`config.mk`:
```
export PLATFORM = sky130hd
export DESIGN_NAME = pipeline_hazard_controller
export DESIGN_NICKNAME = d
export VERILOG_FILES = /design/src/rtl/pipeline_hazard_controller_pkg.sv /design/src/rtl/pipeline_hazard_controller_sat_counter.sv /design/src/rtl/pipeline_hazard_controller.sv
export SDC_FILE = /design/constraint.sdc
export NUM_CORES = 1
export LEC_CHECK = 0
export ABC_CLOCK_PERIOD_IN_PS = 2900
export CAP_MARGIN = 25
export CORE_MARGIN = 1
export CORE_UTILIZATION = 45
export CTS_BUF_LIST = sky130_fd_sc_hd__clkbuf_16
export DETAILED_ROUTE_END_ITERATION = 12
export MAX_ROUTING_LAYER = met4
export PLACE_DENSITY = 0.78
export SETUP_SLACK_MARGIN = 0.2
export SYNTH_ARGS = -nofsm -noshare
export SYNTH_HDL_FRONTEND = slang
export SYNTH_SLANG_ARGS = --single-unit
```
`constraint.sdc`:
```
create_clock -name clk -period 2.9 [get_ports clk]
set_input_delay 0.87 -clock clk [delete_from_list [all_inputs] [get_ports clk]]
set_output_delay 0.87 -clock clk [all_outputs]
set_load 0.005 [all_outputs]
```
`src/rtl/pipeline_hazard_controller_pkg.sv`:
```
// Shared types and constants for the pipeline stall/flush controller.
// Latency: n/a (types and constants only).
// Backpressure: n/a.
package pipeline_hazard_controller_pkg;

  // Width of a MIPS register index (rs/rt/rd fields).
  localparam int REG_W = 5;

  // Value a pipeline register loads when it is flushed into a bubble.
  localparam logic [31:0] BUBBLE_INSTR = 32'h0000_0000;

  // Memory-wait FSM state encoding.
  typedef enum logic [1:0] {
    ST_RUN      = 2'd0,
    ST_MEM_WAIT = 2'd1,
    ST_ERROR    = 2'd2
  } hz_state_e;

  // Enable/flush bundle driving the PC and the four pipeline registers.
  typedef struct packed {
    logic pc_en;
    logic ifid_en;
    logic ifid_flush;
    logic idex_en;
    logic idex_flush;
    logic exmem_en;
    logic memwb_en;
    logic memwb_flush;
  } ctrl_t;

  // Everything advances, no bubbles.
  localparam ctrl_t CTRL_ADVANCE = '{
    pc_en: 1'b1, ifid_en: 1'b1, ifid_flush: 1'b0, idex_en: 1'b1,
    idex_flush: 1'b0, exmem_en: 1'b1, memwb_en: 1'b1, memwb_flush: 1'b0
  };

  // Nothing moves (reset and error).
  localparam ctrl_t CTRL_FREEZE = '0;

  // Data memory busy: front of the pipe and MEM hold, WB receives a bubble.
  localparam ctrl_t CTRL_MEM_STALL = '{
    pc_en: 1'b0, ifid_en: 1'b0, ifid_flush: 1'b0, idex_en: 1'b0,
    idex_flush: 1'b0, exmem_en: 1'b0, memwb_en: 1'b1, memwb_flush: 1'b1
  };

  // Taken branch: squash the two younger instructions in IF/ID and ID/EX.
  localparam ctrl_t CTRL_BRANCH = '{
    pc_en: 1'b1, ifid_en: 1'b1, ifid_flush: 1'b1, idex_en: 1'b1,
    idex_flush: 1'b1, exmem_en: 1'b1, memwb_en: 1'b1, memwb_flush: 1'b0
  };

  // Load-use: hold PC and IF/ID, insert one bubble into ID/EX.
  localparam ctrl_t CTRL_LOAD_USE = '{
    pc_en: 1'b0, ifid_en: 1'b0, ifid_flush: 1'b0, idex_en: 1'b1,
    idex_flush: 1'b1, exmem_en: 1'b1, memwb_en: 1'b1, memwb_flush: 1'b0
  };

  // Jump decoded in ID: squash the sequentially fetched instruction.
  localparam ctrl_t CTRL_JUMP = '{
    pc_en: 1'b1, ifid_en: 1'b1, ifid_flush: 1'b1, idex_en: 1'b1,
    idex_flush: 1'b0, exmem_en: 1'b1, memwb_en: 1'b1, memwb_flush: 1'b0
  };

  // True when the load in EX writes a register the ID instruction reads.
  // Register $0 is hard-wired to zero and never creates a dependency.
  function automatic logic load_use_hit(
    input logic             ex_mem_read,
    input logic [REG_W-1:0] ex_rt,
    input logic [REG_W-1:0] id_rs,
    input logic [REG_W-1:0] id_rt,
    input logic             id_uses_rt
  );
    return ex_mem_read && (ex_rt != '0) &&
           ((ex_rt == id_rs) || (id_uses_rt && (ex_rt == id_rt)));
  endfunction

endpackage

```
`src/rtl/pipeline_hazard_controller_sat_counter.sv`:
```
// Saturating up-counter used for stall/flush performance statistics.
// Latency: count reflects an increment one rising edge after inc_i.
// Backpressure: none; holds at all-ones once saturated.
module sat_counter #(
  parameter int CNT_W = 16
) (
  input  logic             clk_i,
  input  logic             rst_i,
  input  logic             inc_i,
  output logic [CNT_W-1:0] cnt_o
);

  logic [CNT_W-1:0] cnt_q;
  logic [CNT_W-1:0] cnt_d;

  // Next count: increment unless already saturated.
  always_comb begin
    cnt_d = cnt_q;
    if (inc_i && !(&cnt_q)) begin
      cnt_d = cnt_q + CNT_W'(1);
    end
  end

  // Count register, cleared asynchronously.
  always_ff @(posedge clk_i or posedge rst_i) begin
    if (rst_i) begin
      cnt_q <= '0;
    end else begin
      cnt_q <= cnt_d;
    end
  end

  assign cnt_o = cnt_q;

endmodule

```
`src/rtl/pipeline_hazard_controller.sv`:
```
// Stall/flush controller for the 5-stage pipeline: load-use, branch, jump, memory wait.
// Latency: controls are combinational from registered FSM state and current inputs.
// Backpressure: mem_ready=0 holds PC..EX/MEM; timeout freezes the pipe until reset.
module pipeline_hazard_controller
  import pipeline_hazard_controller_pkg::*;
#(
  parameter int TIMEOUT = 255,
  parameter int CNT_W   = 16
) (
  input  logic             clk,
  input  logic             reset,
  input  logic [REG_W-1:0] id_rs,
  input  logic [REG_W-1:0] id_rt,
  input  logic             id_uses_rt,
  input  logic             ex_mem_read,
  input  logic [REG_W-1:0] ex_rt,
  input  logic             ex_branch_taken,
  input  logic             id_jump,
  input  logic             mem_access,
  input  logic             mem_ready,
  output logic             pc_enable,
  output logic             ifid_enable,
  output logic             ifid_flush,
  output logic             idex_enable,
  output logic             idex_flush,
  output logic             exmem_enable,
  output logic             memwb_enable,
  output logic             memwb_flush,
  output logic             mem_timeout,
  output logic [CNT_W-1:0] stall_count,
  output logic [CNT_W-1:0] flush_count
);

  // Wait counter only needs to reach TIMEOUT-1.
  localparam int WAIT_W = (TIMEOUT > 2) ? $clog2(TIMEOUT) : 1;
  localparam logic [WAIT_W-1:0] WAIT_LAST = WAIT_W'(TIMEOUT - 1);

  hz_state_e         state_q, state_d;
  logic [WAIT_W-1:0] wait_cnt_q, wait_cnt_d;

  ctrl_t ctrl;
  logic  load_use;
  logic  mem_stall;
  logic  stall_inc;
  logic  flush_inc;
  logic  timeout_flag;

  assign load_use = load_use_hit(ex_mem_read, ex_rt, id_rs, id_rt, id_uses_rt);

  // FSM state and memory-wait counter registers.
  always_ff @(posedge clk or posedge reset) begin
    if (reset) begin
      state_q    <= ST_RUN;
      wait_cnt_q <= '0;
    end else begin
      state_q    <= state_d;
      wait_cnt_q <= wait_cnt_d;
    end
  end

  // Next state, hazard priority resolution and counter increments.
  always_comb begin
    state_d      = state_q;
    wait_cnt_d   = '0;
    ctrl         = CTRL_ADVANCE;
    mem_stall    = 1'b0;
    stall_inc    = 1'b0;
    flush_inc    = 1'b0;
    timeout_flag = 1'b0;

    case (state_q)
      ST_RUN: begin
        if (mem_access && !mem_ready) begin
          mem_stall = 1'b1;
          state_d   = ST_MEM_WAIT;
        end
      end
      ST_MEM_WAIT: begin
        // The cycle in which mem_ready rises is a normal advancing cycle.
        if (mem_ready) begin
          state_d = ST_RUN;
        end else begin
          mem_stall = 1'b1;
          if (wait_cnt_q == WAIT_LAST) begin
            state_d = ST_ERROR;
          end else begin
            wait_cnt_d = wait_cnt_q + WAIT_W'(1);
          end
        end
      end
      ST_ERROR: begin
        ctrl         = CTRL_FREEZE;
        timeout_flag = 1'b1;
      end
      default: begin
        ctrl    = CTRL_FREEZE;
        state_d = ST_RUN;
      end
    endcase

    if ((state_q == ST_RUN) || (state_q == ST_MEM_WAIT)) begin
      if (mem_stall) begin
        // A taken branch in EX is held and resolves once memory releases.
        ctrl      = CTRL_MEM_STALL;
        stall_inc = 1'b1;
      end else if (ex_branch_taken) begin
        ctrl      = CTRL_BRANCH;
        flush_inc = 1'b1;
      end else if (load_use) begin
        // Jump in ID waits; it is seen again once the bubble has cleared EX.
        ctrl      = CTRL_LOAD_USE;
        stall_inc = 1'b1;
      end else if (id_jump) begin
        ctrl      = CTRL_JUMP;
        flush_inc = 1'b1;
      end
    end

    if (reset) begin
      ctrl         = CTRL_FREEZE;
      timeout_flag = 1'b0;
      stall_inc    = 1'b0;
      flush_inc    = 1'b0;
    end
  end

  assign pc_enable    = ctrl.pc_en;
  assign ifid_enable  = ctrl.ifid_en;
  assign ifid_flush   = ctrl.ifid_flush;
  assign idex_enable  = ctrl.idex_en;
  assign idex_flush   = ctrl.idex_flush;
  assign exmem_enable = ctrl.exmem_en;
  assign memwb_enable = ctrl.memwb_en;
  assign memwb_flush  = ctrl.memwb_flush;
  assign mem_timeout  = timeout_flag;

  sat_counter #(.CNT_W(CNT_W)) u_stall_cnt (
    .clk_i (clk),
    .rst_i (reset),
    .inc_i (stall_inc),
    .cnt_o (stall_count)
  );

  sat_counter #(.CNT_W(CNT_W)) u_flush_cnt (
    .clk_i (clk),
    .rst_i (reset),
    .inc_i (flush_inc),
    .cnt_o (flush_count)
  );

endmodule

```
After elaboration in Yosys (flattened, before gate mapping):

Index checks and enable logic that the tools add are counted.

* flip-flop bits (word level): 42
* output and inout port bits: 41
* word-level logic and storage cells: 62

* $add $sub $neg: 3
* equal/unequal tests: 7
* mux-type cells: 30
* bitwise gates (word level): 1
* reduce and logical (&&, ||, !) cells: 17

Operators with widths (number)
* 2-to-1 mux 8 bit: 10
* adder 16 x 1 -> 16 bit (second input constant): 2
* AND reduction 16 bit: 2
* 2-to-1 mux 1 bit: 15
* == test 5 bit: 2
* adder 8 x 1 -> 8 bit (second input constant): 1
* == test 8 bit (second input constant): 1
* logical AND 1 bit: 6
* 2-to-1 mux 2 bit: 3
* case mux 2 bit (3 select lines): 1
* nonzero test 5 bit: 1
* logical NOT 1 bit: 3
* inequality test 3 bit (second input constant): 1
* AND reduction 3 bit: 1
* == test 2 x 1 -> 1 bit (second input constant): 1
* == test 2 bit (second input constant): 1
* logical NOT 2 bit: 1
* logical OR 1 bit: 2
* inequality test 2 bit (second input constant): 1
* case mux 1 bit (2 select lines): 1
* OR reduction 2 bit: 1
* NOT 1 bit: 1

Depth between registers and ports, before layout:

Gate-level depths: netlist (run 1).

* depth in word-level cells: 10
* mapped depth: 9
* mapped depth without buffers: 7

Hierarchy:

From an unflattened synthesis (run 1), not the netlist that was laid out.

* cell total of the unflattened synthesis: 223
* area, all modules: 2264.7 um2

Modules (own cells, without submodules)
* sat_counter: times used 2, cells an instance 73, area an instance 798.3 um2
* pipeline_hazard_controller: times used 1, cells an instance 77, area an instance 668.1 um2

Worst setup path before layout (run 1):

Ideal clock, no wire load.

* kind: input-to-output
* from: input port ex_rt[1]
* to: output port pc_enable
* arrival: 1.976 ns
* data required time: 2.030 ns
* slack: 0.054 ns
* stages on the path: 4
* path through: or4_1 o21a_1 a31oi_1 buf_4

* cells in the longest elaborated chain, start to end: 9

RTL lines
* start, declared: RTL line pipeline_hazard_controller.sv:16 `input logic [REG_W-1:0] ex_rt,`
* == test 5 bit: RTL line pipeline_hazard_controller_pkg.sv:74 `((ex_rt == id_rs) || (id_uses_rt && (ex_rt == id_rt)));`
* logical AND 1 bit: RTL line pipeline_hazard_controller_pkg.sv:74
* logical OR 1 bit: RTL line pipeline_hazard_controller_pkg.sv:74
* logical AND 1 bit *: RTL line pipeline_hazard_controller_pkg.sv:73 `return ex_mem_read && (ex_rt != '0) &&`
* 2-to-1 mux 8 bit *: RTL line pipeline_hazard_controller.sv:109 `end else if (load_use) begin`
* 2-to-1 mux 8 bit *: RTL line pipeline_hazard_controller.sv:106 `end else if (ex_branch_taken) begin`
* 2-to-1 mux 8 bit *: RTL line pipeline_hazard_controller.sv:102 `if (mem_stall) begin`
* 2-to-1 mux 8 bit *: RTL line pipeline_hazard_controller.sv:101 `if ((state_q == ST_RUN) || (state_q == ST_MEM_WAIT)) begin`
* 2-to-1 mux 8 bit *: RTL line pipeline_hazard_controller.sv:119 `if (reset) begin`
* end, declared: RTL line pipeline_hazard_controller.sv:21 `output logic pc_enable,`

Mark *: on every way between the ends. The rest lies on a longest branch, timed or not.

Final worst setup path (run 1):

* from: input port ex_rt[4]
* to: output port ifid_flush

* cells in the longest elaborated chain, start to end: 9

RTL lines
* == test 5 bit: RTL line pipeline_hazard_controller_pkg.sv:74
* logical AND 1 bit: RTL line pipeline_hazard_controller_pkg.sv:74
* logical OR 1 bit: RTL line pipeline_hazard_controller_pkg.sv:74
* logical AND 1 bit *: RTL line pipeline_hazard_controller_pkg.sv:73
* 2-to-1 mux 8 bit *: RTL line pipeline_hazard_controller.sv:109
* 2-to-1 mux 8 bit *: RTL line pipeline_hazard_controller.sv:106
* 2-to-1 mux 8 bit *: RTL line pipeline_hazard_controller.sv:102
* 2-to-1 mux 8 bit *: RTL line pipeline_hazard_controller.sv:101
* 2-to-1 mux 8 bit *: RTL line pipeline_hazard_controller.sv:119
* end, declared: RTL line pipeline_hazard_controller.sv:23 `output logic ifid_flush,`

Marked as above.

==> impl_metrics.py, run 1 <==
metrics = {
    "global_routing": {
        "grt_usage_pct": 21.6,
        "grt_pass1_wl_microns": 8260,
        "grt_pass1_vias": 1847,
        "grt-ovfl-total": 0,
        "antenna_found_initial": 0,
        "grt_max_degree": 29,
    },
    "synth": {
        "synth.avg_cell_area_sq_um": 10.4,
        "synth_top_area_share_pct": 48.4,
        "yosys-top-cells-area": "dfrtp_1 (48%), xnor2_1 (13%), xor2_1 (4.8%), nand3_1 (3.7%), nor2_1 (3.3%)",
        "syn_area_sq_mm": 0.00217,
        "yosys.area.top_type": "dfrtp_1",
        "ys_warn_count": 0,
        "synthCells": 209,
        "yosysSeqAreaShare_pct": 48.4,
        "synth_cell_types": 32,
        "ys_ff_latch": 42,
        "syn_nets": 236,
    },
    "final_layout": {
        "antenna_cells": 0,
        "fin_nets": 336,
        "syn2layout_area_growth_pct": 55.4,
        "ff_latch_area_sq_mm": 0.00105,
        "drive_above_1_share_pct": 25.5,
        "final_cells": 362,
        "multiInputGateArea_sq_mm": 0.00125,
        "finish.instance_area_sq_mm": 0.00338,
        "fillCellCount": 312,
    },
    "clocking": {
        "cts.clk_slew.worst_paths_ps": 50,
        "holdBufCountCts": 0,
        "cts.path.max_buffers": 2,
        "root_buffer": "clkbuf_16",
        "clock-sinks": 42,
        "cts_tree": "built",
        "clkLatencyLatePin_ps": 280,
        "h-tree-depth": 2,
        "cts_inserted_buffers": 5,
    },
    "drt": {
        "via_count": 1921,
        "drtIter0Drc": 72,
        "routedWlPerCell_microns": 14.9,
        "ant_nets": 0,
        "vias_per_cell": 5.31,
        "route.detailed.drc": 0,
        "dr.pass1.iters": 4,
        "totalWireLength_microns": 5380,
    },
    "worst_hold_path": {
        "hp-class": "register to register",
    },
    "run": {
        "cap_viol_max_count": 0,
    },
    "placement": {
        "hpwlAfterDp_microns": 3430,
        "portBuffers": 63,
        "dpl_cell_area_sq_mm": 0.00298,
        "gp_congestion": 0.804,
        "dp_slack_ps": -820,
        "dp.cells": 338,
    },
    "sta": {
        "setup_viol": 4,
        "hold_viol_final": 0,
        "skew_ps": 3.96,
        "fin_tns_setup_ps": -728,
        "timing.fmax_mhz": 323,
        "drv_slew": 0,
        "finalCriticalPeriod_ps": 3100,
        "holdWs_ps": 485,
        "max_slew_margin_pct": 74.1,
        "worst_pin_slew_ps": 387,
        "worst_slack_ps": -196,
        "period_share_pct": 107,
        "rsz0062_at_grt": "yes",
    },
    "critical_path": {
        "arrival_ps": 2230,
        "crit_chain": "buf_6 -> or4_4 -> o21a_1 -> buf_4 -> a21boi_4 -> nor2_1 -> nor2_1 -> buf_2",
        "worstSetupStartpointType": "input pin",
        "path_class": "input pin to output pin",
        "cp-end-kind": "output pin",
        "crit_path_frequent_cell": "nor2_1",
        "slowest_delay_ps": 520,
        "crit_buf_inv": 3,
        "cp_top_family": "simple AND/OR/NAND/NOR gates",
        "crit_fanout": 3,
        "slowest_stage": "or4_4",
        "cp.required_ps": 2030,
    },
    "outcome": {
        "failed_checks": "setup timing",
        "status": "finished, violations left",
    },
    "power": {
        "power_density_mw_per_mm2": 501,
        "p_leak_uw": 0.00157,
        "ir_worst_vdd_v": 0.000516,
    },
    "die": {
        "die_area_sq_mm": 0.00511,
        "rows": 24,
        "pin_count": 64,
        "core_area_sq_mm": 0.00450,
        "start_util_pct": 48.2,
        "fp.dieH_microns": 71.5,
        "die_x_microns": 71.5,
    },
}
-- state kept, by name (all words and copies together) (netlist names) --
signal / count
wait_cnt_q: 8
u_stall_cnt.cnt_o: 16
state_q: 2
u_flush_cnt.cnt_o: 16
-- final cells by class --
type                    instances  share of cell area [%]
inverters                       6                   0.667
flip-flops and latches         42                    31.1
well taps                      52                    1.93
multi-input cells             157                    36.9
repair buffers                 97                    25.3
clock inverters                 3                   0.371
clock buffers                   5                    3.71
-- cell usage after synthesis --
cell type	number
nand2b_1	1
ha_1	4
mux2_2	1
buf_4	2
xnor2_1	33
nand3_1	16
and3_2	2
o21ai_0	2
inv_1	6
nor3_1	5
dfrtp_1	42
o22ai_2	1
buf_2	1
and2b_2	1
xor2_1	12
o21a_4	1
a21boi_2	1
nand4_1	10
nand3b_1	1
and2_1	5
and4_1	3
a31oi_1	4
nor4_4	1
nand2_1	16
mux2i_1	1
a21oi_1	2
nor2_1	19
or4_1	1
buf_6	2
and3_1	11
a31o_2	1
o21a_1	1
-- metal layers --
metal / track usage (%) / wire length (microns)
met1: 25.0 / 2260
met4: 8.06 / 91
met5: - / 0
met3: 6.19 / 329
met2: 36.0 / 2700
-- worst paths after layout --
| path | from | endpoint | slack (ps) | depth (start not counted) |
|---|---|---|---|---|
| worst max-delay path | ex_rt[4] | ifid_flush | -200 | 8 |
| worst min-delay path | u_stall_cnt.cnt_o[7] | u_stall_cnt.cnt_o[7] | 490 | 1 |
| worst max register to register | state_q[1] | u_stall_cnt.cnt_o[11] | 690 | 13 |
| worst min register to register | u_stall_cnt.cnt_o[7] | u_stall_cnt.cnt_o[7] | 490 | 1 |
| max in group asynchronous | reset | u_flush_cnt.cnt_o[11] | 1660 | 4 |
| min in group asynchronous | reset | wait_cnt_q[7] | 910 | 4 |
-- logic make-up after synthesis --
| group | count (synthesis) | synth area share, % |
|---|---|---|
| compound gates | 13 | 4.61 |
| fa+ha+maj | 4 | 2.30 |
| mux | 2 | 0.979 |
| buf+inv | 11 | 2.99 |
| simple gates | 92 | 22.6 |
| flops | 42 | 48.4 |
| xor+xnor | 45 | 18.1 |
-- stage by stage --
| stage | power, uW | utilization [%] |
|---|---|---|
| after global routing | 1790 | 75.0 |
| after detailed placement | 1150 | 66.1 |
| final | 1690 | 75.0 |
| after CTS | 1680 | 71.2 |
| after global placement | 1140 | 66.1 |
| after floorplan | 904 | - |
-- where the power goes --
group / internal [uW] / switching [uW] / total, uW
registers: 660 / 88.2 / 748
logic: 273 / 154 / 428
clock network: 310 / 205 / 515
total: 1240 / 447 / 1690
-- cells in the final DEF, fill, tap and decap left out, drive strengths merged, types with 7 or more instances in the layout --
| cell | count |
|---|---|
| dfrtp | 42 |
| and3 | 13 |
| clkdlybuf4s50 | 36 |
| nand2 | 16 |
| dlygate4sd2 | 19 |
| buf | 41 |
| nand4 | 10 |
| nor2 | 19 |
| xnor2 | 33 |
| xor2 | 12 |
| inv | 7 |
| nand3 | 16 |
-- repair_timing --
item / 4_1_cts / 5_1_grt
pin swaps: 23 / 20
gates resized for setup: 59 / 26
setup endpoints to repair: 28 / 23
gates cloned: 0 / 1
buffers inserted: 13 / 2
Power figures use the tool's default switching activity.
==> run 2: changes to the inputs <==
--- a/config.mk
+++ b/config.mk
@@ -6,10 +6,11 @@
 export NUM_CORES = 1
 export LEC_CHECK = 0
 export ABC_CLOCK_PERIOD_IN_PS = 2900
-export CAP_MARGIN = 25
 export CORE_MARGIN = 1
 export CORE_UTILIZATION = 45
 export CTS_BUF_LIST = sky130_fd_sc_hd__clkbuf_16
+export CTS_CLUSTER_DIAMETER = 60
+export CTS_CLUSTER_SIZE = 25
 export DETAILED_ROUTE_END_ITERATION = 12
 export MAX_ROUTING_LAYER = met4
 export PLACE_DENSITY = 0.78
==> results of run 2 <==
Final layout, timing and power as in run 1 (identical DEF).
